===== src/rtl/mem_copy_pkg.sv =====
// Shared definitions for the memory block copier: bus widths, memory depth
// and the FSM state encoding used by the top level.
package mem_copy_pkg;

  localparam int ADDR_W    = 13;
  localparam int DATA_W    = 8;
  localparam int LEN_W     = 13;
  localparam int SUM_W     = 16;
  localparam int MEM_DEPTH = 8192;

  typedef enum logic [2:0] {
    IDLE,
    READ,
    WRITE,
    CSUM_LO,
    CSUM_HI,
    DONE
  } state_t;

endpackage


===== src/rtl/mem_copy_sum_acc.sv =====
// Byte-sum accumulator for the block copier. Adds each zero-extended data
// byte into a SUM_W-bit running total that wraps modulo 2^SUM_W.
module mem_copy_sum_acc
  import mem_copy_pkg::*;
(
  input  logic              clk,
  input  logic              rst,
  input  logic              clr,
  input  logic              add_en,
  input  logic [DATA_W-1:0] din,
  output logic [SUM_W-1:0]  sum
);

  // Accumulate; clear has priority so every new copy starts from zero.
  always_ff @(posedge clk or negedge rst) begin
    // NOTE: registers are updated with <= so every flop samples pre-edge values.
    if (!rst) begin
      sum <= '0;
    end else if (clr) begin
      sum <= '0;
    end else if (add_en) begin
      sum <= sum + {{(SUM_W-DATA_W){1'b0}}, din};
    end
  end

endmodule


===== src/rtl/mem_block_copier.sv =====
// Memory block copier: on a start pulse, copies `length` bytes from src_addr
// to dst_addr one byte at a time (READ then WRITE) and keeps a running byte
// sum. Defining MEM_COPY_CSUM_WB_EN appends the 16-bit sum little-endian
// after the copied block.
module mem_block_copier
  import mem_copy_pkg::*;
(
  input  logic              clk,
  input  logic              rst,
  input  logic              start,
  input  logic [ADDR_W-1:0] src_addr,
  input  logic [ADDR_W-1:0] dst_addr,
  input  logic [LEN_W-1:0]  length,
  output logic              busy,
  output logic              done,
  output logic [SUM_W-1:0]  sum,
  output logic [ADDR_W-1:0] mem_addr,
  output logic [DATA_W-1:0] mem_wdata,
  input  logic [DATA_W-1:0] mem_rdata,
  output logic              mem_we
);

  state_t            state;
  state_t            state_next;
  logic [ADDR_W-1:0] src_ptr;
  logic [ADDR_W-1:0] dst_ptr;
  logic [LEN_W-1:0]  count;
  logic [DATA_W-1:0] byte_buf;
  logic              accept;

  // start is honoured only while idle; everywhere else it is ignored.
  assign accept = (state == IDLE) && start;

  mem_copy_sum_acc u_sum_acc (
    .clk    (clk),
    .rst    (rst),
    .clr    (accept),
    .add_en (state == READ),
    .din    (mem_rdata),
    .sum    (sum)
  );

  // State register.
  always_ff @(posedge clk or negedge rst) begin
    if (!rst) begin
      state <= IDLE;
    end else begin
      state <= state_next;
    end
  end

  // Pointers, remaining-byte counter and the byte carried from READ to WRITE.
  always_ff @(posedge clk or negedge rst) begin
    if (!rst) begin
      src_ptr  <= '0;
      dst_ptr  <= '0;
      count    <= '0;
      byte_buf <= '0;
    end else begin
      case (state)
        IDLE: begin
          if (start) begin
            src_ptr <= src_addr;
            dst_ptr <= dst_addr;
            count   <= length;
          end
        end
        READ: begin
          byte_buf <= mem_rdata;
          src_ptr  <= src_ptr + 1'b1;
        end
        WRITE: begin
          dst_ptr <= dst_ptr + 1'b1;
          count   <= count - 1'b1;
        end
`ifdef MEM_COPY_CSUM_WB_EN
        CSUM_LO: begin
          dst_ptr <= dst_ptr + 1'b1;
        end
`endif
        default: begin
        end
      endcase
    end
  end

  // Next-state logic and memory-port drive, decoded from the current state.
  always_comb begin
    // NOTE: every output gets a default first so no path can infer a latch.
    state_next = state;
    busy       = 1'b0;
    done       = 1'b0;
    mem_addr   = '0;
    mem_wdata  = '0;
    mem_we     = 1'b0;
    case (state)
      IDLE: begin
        if (start) begin
          state_next = (length != '0) ? READ : DONE;
        end
      end
      READ: begin
        busy       = 1'b1;
        mem_addr   = src_ptr;
        state_next = WRITE;
      end
      WRITE: begin
        busy      = 1'b1;
        mem_addr  = dst_ptr;
        mem_wdata = byte_buf;
        mem_we    = 1'b1;
        if (count == LEN_W'(1)) begin
`ifdef MEM_COPY_CSUM_WB_EN
          state_next = CSUM_LO;
`else
          state_next = DONE;
`endif
        end else begin
          state_next = READ;
        end
      end
`ifdef MEM_COPY_CSUM_WB_EN
      CSUM_LO: begin
        busy       = 1'b1;
        mem_addr   = dst_ptr;
        mem_wdata  = sum[DATA_W-1:0];
        mem_we     = 1'b1;
        state_next = CSUM_HI;
      end
      CSUM_HI: begin
        busy       = 1'b1;
        mem_addr   = dst_ptr;
        mem_wdata  = sum[SUM_W-1:DATA_W];
        mem_we     = 1'b1;
        state_next = DONE;
      end
`endif
      DONE: begin
        done       = 1'b1;
        state_next = IDLE;
      end
      default: begin
        state_next = IDLE;
      end
    endcase
  end

endmodule


===== config.mk =====
export PLATFORM = sky130hd
export DESIGN_NAME = mem_block_copier
export DESIGN_NICKNAME = d
export VERILOG_FILES = /design/src/rtl/mem_copy_pkg.sv /design/src/rtl/mem_copy_sum_acc.sv /design/src/rtl/mem_block_copier.sv
export SDC_FILE = /design/constraint.sdc
export NUM_CORES = 1
export LEC_CHECK = 0
export ABC_AREA = 1
export CAP_MARGIN = 10
export CELL_PAD_IN_SITES_DETAIL_PLACEMENT = 1
export CELL_PAD_IN_SITES_GLOBAL_PLACEMENT = 2
export CORE_MARGIN = 2
export CORE_UTILIZATION = 28
export DETAILED_ROUTE_END_ITERATION = 10
export PLACE_DENSITY = 0.81
export SYNTH_ARGS = -nofsm -noshare
export SYNTH_HDL_FRONTEND = slang
export SYNTH_SLANG_ARGS = --single-unit

===== constraint.sdc =====
create_clock -name clk -period 2.7 [get_ports clk]
set_clock_uncertainty 0.2 [all_clocks]
set_input_delay 0.405 -clock clk [delete_from_list [all_inputs] [get_ports clk]]
set_output_delay 0.405 -clock clk [all_outputs]
set_load 0.05 [all_outputs]

==> results of run 1 <==
## cells by family (layout without fill, tap and decap cells)
family,after synthesis,in the layout,share of synthesized area
compound gates,104,104,0.1413
xor+xnor,9,9,0.01851
fa+ha+maj,13,13,0.03995
buf+inv,93,190,0.09136
flops,66,66,0.3878
simple gates,317,317,0.3211
## cell type report
type / instances / share of cell area
clock inverter: 6 / 0.01945
clock buffer: 10 / 0.03912
tap: 188 / 0.04019
sequential: 66 / 0.2822
multi-input combinational: 443 / 0.3790
inverter: 71 / 0.04596
timing repair buffer: 103 / 0.1941
## per-layer routing
metal / wire length (um) / global-route usage / up-vias
li1: - / - / 2177
met1: 6982 / 0.2511 / 2185
met2: 6800 / 0.3061 / 72
met3: 429 / 0.02764 / 12
met4: 171 / 0.05430 / 0
met5: 0 / 0 / -
## Yosys cell counts (all sizes together) (3+ instances only)
cell type	n
a21oi	19
buf	19
clkbuf	3
dfrtp	66
ha	12
inv	71
nand2	153
nand3	51
nand4	6
nor2	80
nor3	17
nor4	5
o211ai	4
o21ai	47
o22ai	16
or2	3
xnor2	3
xor2	6
## worst paths after layout
kind	start	to	cells after the start	slack [ps]
setup / recovery	state[0]$_DFFE_PN0P_	mem_addr[9]	6	150
hold / removal	src_ptr[10]$_DFFE_PN0P_	src_ptr[10]$_DFFE_PN0P_	2	290
setup reg to reg	state[2]$_DFFE_PN0P_	src_ptr[9]$_DFFE_PN0P_	8	480
min in group asynchronous	rst	count[3]$_DFFE_PN0P_	2	400
max in group asynchronous	rst	src_ptr[7]$_DFFE_PN0P_	4	1040
hold reg to reg	src_ptr[10]$_DFFE_PN0P_	src_ptr[10]$_DFFE_PN0P_	2	290
## where the power goes
part           internal, mW  switching [mW]
clock                 0.905           0.472
combinational          1.60            2.77
sequential             1.43           0.387
total                  3.94            3.63
## cell usage in the layout, fill, tap and decap left out, types with 17 or more instances in the layout
master / synthesis / layout
inv_1: 65 / 65
nor2_1: 76 / 76
dfrtp_1: 66 / 66
nor3_1: 17 / 17
nand3_1: 50 / 50
o21ai_0: 42 / 41
buf_4: 4 / 20
a21oi_1: 19 / 19
nand2_1: 149 / 149
clkdlybuf4s50_1: 0 / 65
## flip-flops by register name, summed over array words and instances (netlist names)
name and cells:
byte_buf 8, count 13, u_sum_acc.sum 16, dst_ptr 13, src_ptr 13, state 3
## timing repair
action	CTS	global route
gates resized for setup	0	3
endpoints found under the setup margin	0	2
hold buffers	1	0
endpoints found under the hold margin	21	0
buffers inserted	0	0
## worst min-delay path: stages (launching register included)
cell	delay, ps
dfrtp_1	340
o21ai_1	70
inv_1	50
## stage by stage
step                worst slack (ps)  cells  total power, mW  cell area (um2)  utilization
finish                         151.0    887            7.576             5853       0.3893
global route                   13.03    887            8.156             5853       0.3893
CTS                            1.259    887            7.670             5851       0.3892
detailed placement             190.3    870            6.233             5498       0.3657
global placement               201.8    870            6.072             5498       0.3657
floorplan                      96.85    602            4.577             4259            -
==> flow_summary.rst, run 1 <==
.. list-table::
   :header-rows: 1

   * - Metric
     - Value
   * - First-iteration detailed-routing DRC count
     - 256
   * - Setup Crit Path Kind
     - register to primary output
   * - Critical Path Source Type
     - register
   * - # rows
     - 45
   * - Final Hold Vio Count
     - 0
   * - Primary flip-flop cell chosen by synthesis mapping
     - dfrtp_1
   * - Total power per unit cell area
     - between 1000 and 1500 mW/mm2
   * - Sequential standard cell area
     - approximately 0.0017 mm2
   * - Max_cap viols
     - 0
   * - Headroom to the max-slew limit
     - 0.6240
   * - Weighted congestion at the end of routability-driven global placement
     - just over 0.8
   * - Cell with the largest stage delay on the worst path
     - dfrtp_1
   * - Floorplan die width
     - ~130 um
   * - Cell family contributing the most delay on the critical path
     - simple AND/OR/NAND/NOR gates
   * - Number of antenna violations at the first check in global routing
     - 0
   * - Post-route minimum period
     - ~2500 ps
   * - CTS H-tree depth
     - 3
   * - Antenna-violating nets left
     - 0
   * - Largest net degree at the start of global routing
     - 42
   * - Area leader, netlist
     - dfrtp_1
   * - Setup repair after global routing missed its margin
     - no
   * - Run status
     - completed
   * - Routed wirelength normalized by instance count
     - 16.22 um
   * - Average footprint of a synthesized cell
     - around 7 um2
   * - Antenna fix cells
     - 0
   * - EDFF count, synth
     - 0
   * - Count of warnings emitted by yosys
     - 0
   * - Clock slew at the register clock pins of the worst setup and hold paths
     - approximately 60 ps
   * - Fmax
     - 392.3 MHz
   * - Proportion of layout cells with a drive suffix above 1
     - 0.1001
   * - Setup Total Neg Slack
     - 0 ps
   * - Largest fanout on the critical path
     - 29
   * - Most area-consuming cells after synthesis
     - dfrtp_1 (39%), nand2_1 (13%), nor2_1 (6.7%)
   * - Final net count
     - between 700 and 800
   * - Count of TritonRoute iterations in the first routing pass
     - 4
   * - Initial core utilization
     - 0.2833
   * - Gr ovfl total
     - 0
   * - Post-Syn Instances
     - about 600
   * - Detailed-route DRC error count
     - 0
   * - Register area share after synthesis
     - 0.3878
   * - Number of failing setup endpoints in the final timing report
     - 0
   * - Data arrival time at the worst-slack endpoint
     - 1940 ps
   * - Maximum vdd drop
     - about 0.00041 V
   * - Class of the tightest hold or removal check
     - register to register
   * - Clock tree from TritonCTS
     - done
   * - CORE AREA
     - about 0.015 mm2
   * - Crit path required time
     - approximately 2100 ps
   * - Leakage
     - around 2.7 nW
   * - Half-perimeter wire length after placement
     - around 11000 um
   * - Root buffer selected by CTS
     - clkbuf_16
   * - Die area
     - between 0.015 and 0.02 mm2
   * - Maximum number of buffers from clock root to sink
     - 2
   * - Number of nets produced by synthesis
     - about 670
   * - Post-detailed-routing wire length
     - 14380 um
   * - Global-route wire length before repair
     - approximately 24000 um
   * - GR Util All Layers
     - 0.1849
   * - Y dimension of the die
     - 127.3 um
   * - Area share of the largest cell type after synthesis
     - 0.3878
   * - Number of global-route vias before repair
     - approximately 4.7k
   * - Total via count after detailed routing
     - 4446
   * - Tightest Pin Transition
     - between 500 and 600 ps
   * - Total clock buffers created by CTS
     - 9
   * - IO Port Bufs
     - just under 90
   * - Max incr delay on CP
     - ~420 ps
   * - Area Overhead vs Synth
     - 37.43%
   * - Critical Path, Cell by Cell
     - nor2_4 -> nand2_4 -> inv_4 -> nand2_1 -> o21ai_1 -> buf_12
   * - Final-layout fill cell count
     - approximately 1.9k
   * - Clock sink total
     - 66
   * - Cell Area, Synth
     - 0.004259 mm2
   * - Count of buffer and inverter cells on the critical path
     - 2
   * - Synthesis-stage register bit count
     - between 60 and 70
   * - Share of the clock period used by the worst path after layout
     - 0.9441
   * - Post-DR vias/cell
     - roughly 5
   * - Final Max Tran Viols
     - 0
   * - Multi-input logic area
     - 0.002218 mm2
   * - Clock latency of the later-clocked register in the worst-skew pair
     - 340 ps
   * - Proportion of register bits with asynchronous set or reset after synthesis
     - 1.000
   * - Number of unique standard cell types used by synthesis
     - 41
   * - Worst-case hold slack
     - roughly 290 ps
   * - IO Count
     - 90
   * - Capturing element type of the critical path
     - primary output
Power figures use the tool's default switching activity.
==> run 2, diff against run 1 <==
--- a/config.mk
+++ b/config.mk
@@ -10,9 +10,9 @@
 export CELL_PAD_IN_SITES_DETAIL_PLACEMENT = 1
 export CELL_PAD_IN_SITES_GLOBAL_PLACEMENT = 2
 export CORE_MARGIN = 2
-export CORE_UTILIZATION = 28
+export CORE_UTILIZATION = 31
 export DETAILED_ROUTE_END_ITERATION = 10
-export PLACE_DENSITY = 0.81
+export PLACE_DENSITY = 0.88
 export SYNTH_ARGS = -nofsm -noshare
 export SYNTH_HDL_FRONTEND = slang
 export SYNTH_SLANG_ARGS = --single-unit
==> constraint.sdc (replaced) <==
create_clock -name clk -period 3.3 [get_ports clk]
set_clock_uncertainty 0.2 [all_clocks]
set_input_delay 0.495 -clock clk [delete_from_list [all_inputs] [get_ports clk]]
set_output_delay 0.495 -clock clk [all_outputs]
set_load 0.05 [all_outputs]
==> flow_summary.rst, run 2 (synthesis results as in run 1) <==
.. list-table::
   :header-rows: 1

   * - Metric
     - Value
   * - Run status
     - completed
   * - Psw
     - 2.878 mW (-21%)
   * - Share of the clock period used by the worst path after layout
     - 0.8790
   * - Number of buffers added for setup after CTS
     - 0 (unchanged)
   * - Antenna fix cells
     - 0 (unchanged)
   * - Initial core utilization
     - 0.3191 (+0.03577)
   * - Number of global-route vias before repair
     - 4754 (+1.5%)
   * - Setup Total Neg Slack
     - 0 ps (unchanged)
   * - Clock slew at the register clock pins of the worst setup and hold paths
     - 50 ps (about the same)
   * - Antenna-violating nets left
     - 0 (unchanged)
   * - Total power per unit cell area
     - 1021 mW/mm2 (-21%)
   * - Post-DR vias/cell
     - 5.036 (+0.47%)
   * - Worst-case hold slack
     - 170.0 ps (-120.8 ps)
   * - Critical Path Source Type
     - register
   * - Number of failing setup endpoints in the final timing report
     - 0 (unchanged)
   * - First-iteration detailed-routing DRC count
     - 194 (-24%)
   * - Final Max Tran Viols
     - 0 (unchanged)
   * - Largest fanout on the critical path
     - 29 (unchanged)
   * - # rows
     - 42 (-6.7%)
   * - Tightest Pin Transition
     - 910.4 ps (+346.4 ps)
   * - CORE AREA
     - 0.01335 mm2 (-11%)
   * - Routed wirelength normalized by instance count
     - 16.34 um (+0.78%)
   * - Setup Crit Path Kind
     - register to primary output
   * - Setup repair after global routing missed its margin
     - no
   * - Hold bufs inserted after CTS
     - 0 (-1)
   * - Proportion of layout cells with a drive suffix above 1
     - 0.07525 (-0.02489)
   * - Post-detailed-routing wire length
     - 14170 um (-1.5%)
   * - Cell Int Power
     - 2.802 mW (-29%)
   * - Capturing element type of the critical path
     - primary output
   * - Fmax
     - between 300 and 400 MHz
   * - Die area
     - 0.01469 mm2 (-9.4%)
   * - Clock tree from TritonCTS
     - done
   * - Y dimension of the die
     - 121.2 um (-4.8%)
   * - CTS H-tree depth
     - 3 (unchanged)
   * - Sw Share
     - 0.5067 (+0.02707)
   * - Max FFs per register
     - 16 (unchanged)
   * - Max_cap viols
     - 0 (unchanged)
   * - Portion of total power attributed to sequential cells
     - 0.262 (+0.022)
   * - Clock network fraction of design power
     - 0.169 (-0.013)
   * - IO Count
     - 90 (unchanged)
   * - Floorplan die width
     - 121.2 um (-4.8%)
   * - Most frequent cells in the layout
     - nand2_1 (149), nor2_1 (76), clkdlybuf4s50_1 (75), dfrtp_1 (66), inv_1 (65)
   * - Maximum vdd drop
     - 0.0003976 V (-3.8%)
   * - Detailed-route DRC error count
     - 0 (unchanged)
   * - Final Hold Vio Count
     - 0 (unchanged)
   * - Class of the tightest hold or removal check
     - input port to asynchronous set/reset pin
   * - Maximum number of buffers from clock root to sink
     - 2 (unchanged)
   * - GR Util All Layers
     - 0.2037 (+0.01888)
   * - Headroom to the max-slew limit
     - 0.3930 (-0.2309)
   * - Clock sink total
     - 66 (unchanged)
   * - Data arrival time at the worst-slack endpoint
     - 2210 ps (+270 ps)
   * - Gr ovfl total
     - 0 (unchanged)
   * - Weighted congestion at the end of routability-driven global placement
     - 0.8456 (+4.0%)
   * - Commonest non-fill, non-tap cell in the layout
     - nand2_1
   * - Total clock buffers created by CTS
     - 9 (unchanged)
   * - Part of the total power dissipated in combinational logic
     - 0.569 (-0.009)
   * - Count of TritonRoute iterations in the first routing pass
     - 4 (unchanged)
   * - Final net count
     - 750 (-0.92%)
   * - IO Port Bufs
     - 89 (unchanged)
   * - Total via count after detailed routing
     - 4366 (-1.8%)
   * - Area Overhead vs Synth
     - 30.58%
   * - Half-perimeter wire length after placement
     - 10140 um (-6.6%)
   * - Leakage
     - 2.619 nW (-4.4%)
   * - Post-route minimum period
     - a little under 3000 ps
   * - Largest net degree at the start of global routing
     - 67 (+60%)
   * - Global-route wire length before repair
     - 23470 um (-2.0%)
   * - Register with the most flip-flops
     - u_sum_acc.sum
   * - Clock latency of the later-clocked register in the worst-skew pair
     - 340 ps (about the same)
   * - Number of antenna violations at the first check in global routing
     - 0 (unchanged)
   * - Post-CTS resize count
     - 0 (unchanged)
   * - Crit path required time
     - 2600 ps (+500 ps)
   * - Root buffer selected by CTS
     - clkbuf_16
[run 2: worst paths after layout]
path	from	end	slack (ps)	cells past startpoint
max in group asynchronous	rst	u_sum_acc.sum[4]$_DFFE_PN0P_	2140	2
max	state[0]$_DFFE_PN0P_	mem_wdata[7]	400	4
max reg2reg	state[0]$_DFFE_PN0P_	dst_ptr[5]$_DFFE_PN0P_	980	8
min in group clk	src_ptr[10]$_DFFE_PN0P_	src_ptr[10]$_DFFE_PN0P_	290	2
min reg2reg	src_ptr[10]$_DFFE_PN0P_	src_ptr[10]$_DFFE_PN0P_	290	2
min	rst	count[5]$_DFFE_PN0P_	170	2
[run 2: layer usage]
layer,wire length [um],up-vias,global-route usage
li1,-,2148,-
met1,6605,2118,0.2679
met2,6626,80,0.3378
met3,643,20,0.03383
met4,293,0,0.07328
met5,0,-,0
[run 2: area by class of cell]
cell class | count | area, um2
Tap cell | 176 | 220.2
Clock buffer | 12 | 246.5
Timing Repair Buffer | 96 | 918.4
Clock inverter | 3 | 40.04
Multi-Input combinational cell | 443 | 2218
Sequential cell | 66 | 1652
Fill cell | 1705 | 7786
Inverter | 71 | 266.5
[run 2: power by group through the flow]
stage / registers [mW] / logic, mW / clock network [mW]
3_3_place_gp: 1.47 / 3.14 / 0
2_1_floorplan: 1.58 / 2.17 / 0
4_1_cts: 1.49 / 3.27 / 0.977
3_5_place_dp: 1.49 / 3.24 / 0
6_report: 1.49 / 3.23 / 0.959
5_1_grt: 1.54 / 3.59 / 1.01
[run 2: per-stage QoR]
| stage | worst slack (ps) | instances | util | instance area (um2) | power [mW] |
|---|---|---|---|---|---|
| 4_1_cts | 378.5 | 867 | 0.4167 | 5562 | 5.730 |
| 3_5_place_dp | 687.4 | 852 | 0.3952 | 5275 | 4.735 |
| 6_report | 399.2 | 867 | 0.4167 | 5562 | 5.680 |
| 2_1_floorplan | 606.8 | 602 | - | 4259 | 3.745 |
| 3_3_place_gp | 715.4 | 852 | 0.3952 | 5275 | 4.611 |
| 5_1_grt | 282.0 | 867 | 0.4167 | 5562 | 6.144 |
[run 2: worst max-delay path: stages (launching register included)]
cell	delay (ps)
dfrtp_1	430
nor2_4	170
nand2_4	240
nor2_1	210
clkdlybuf4s50_1	830
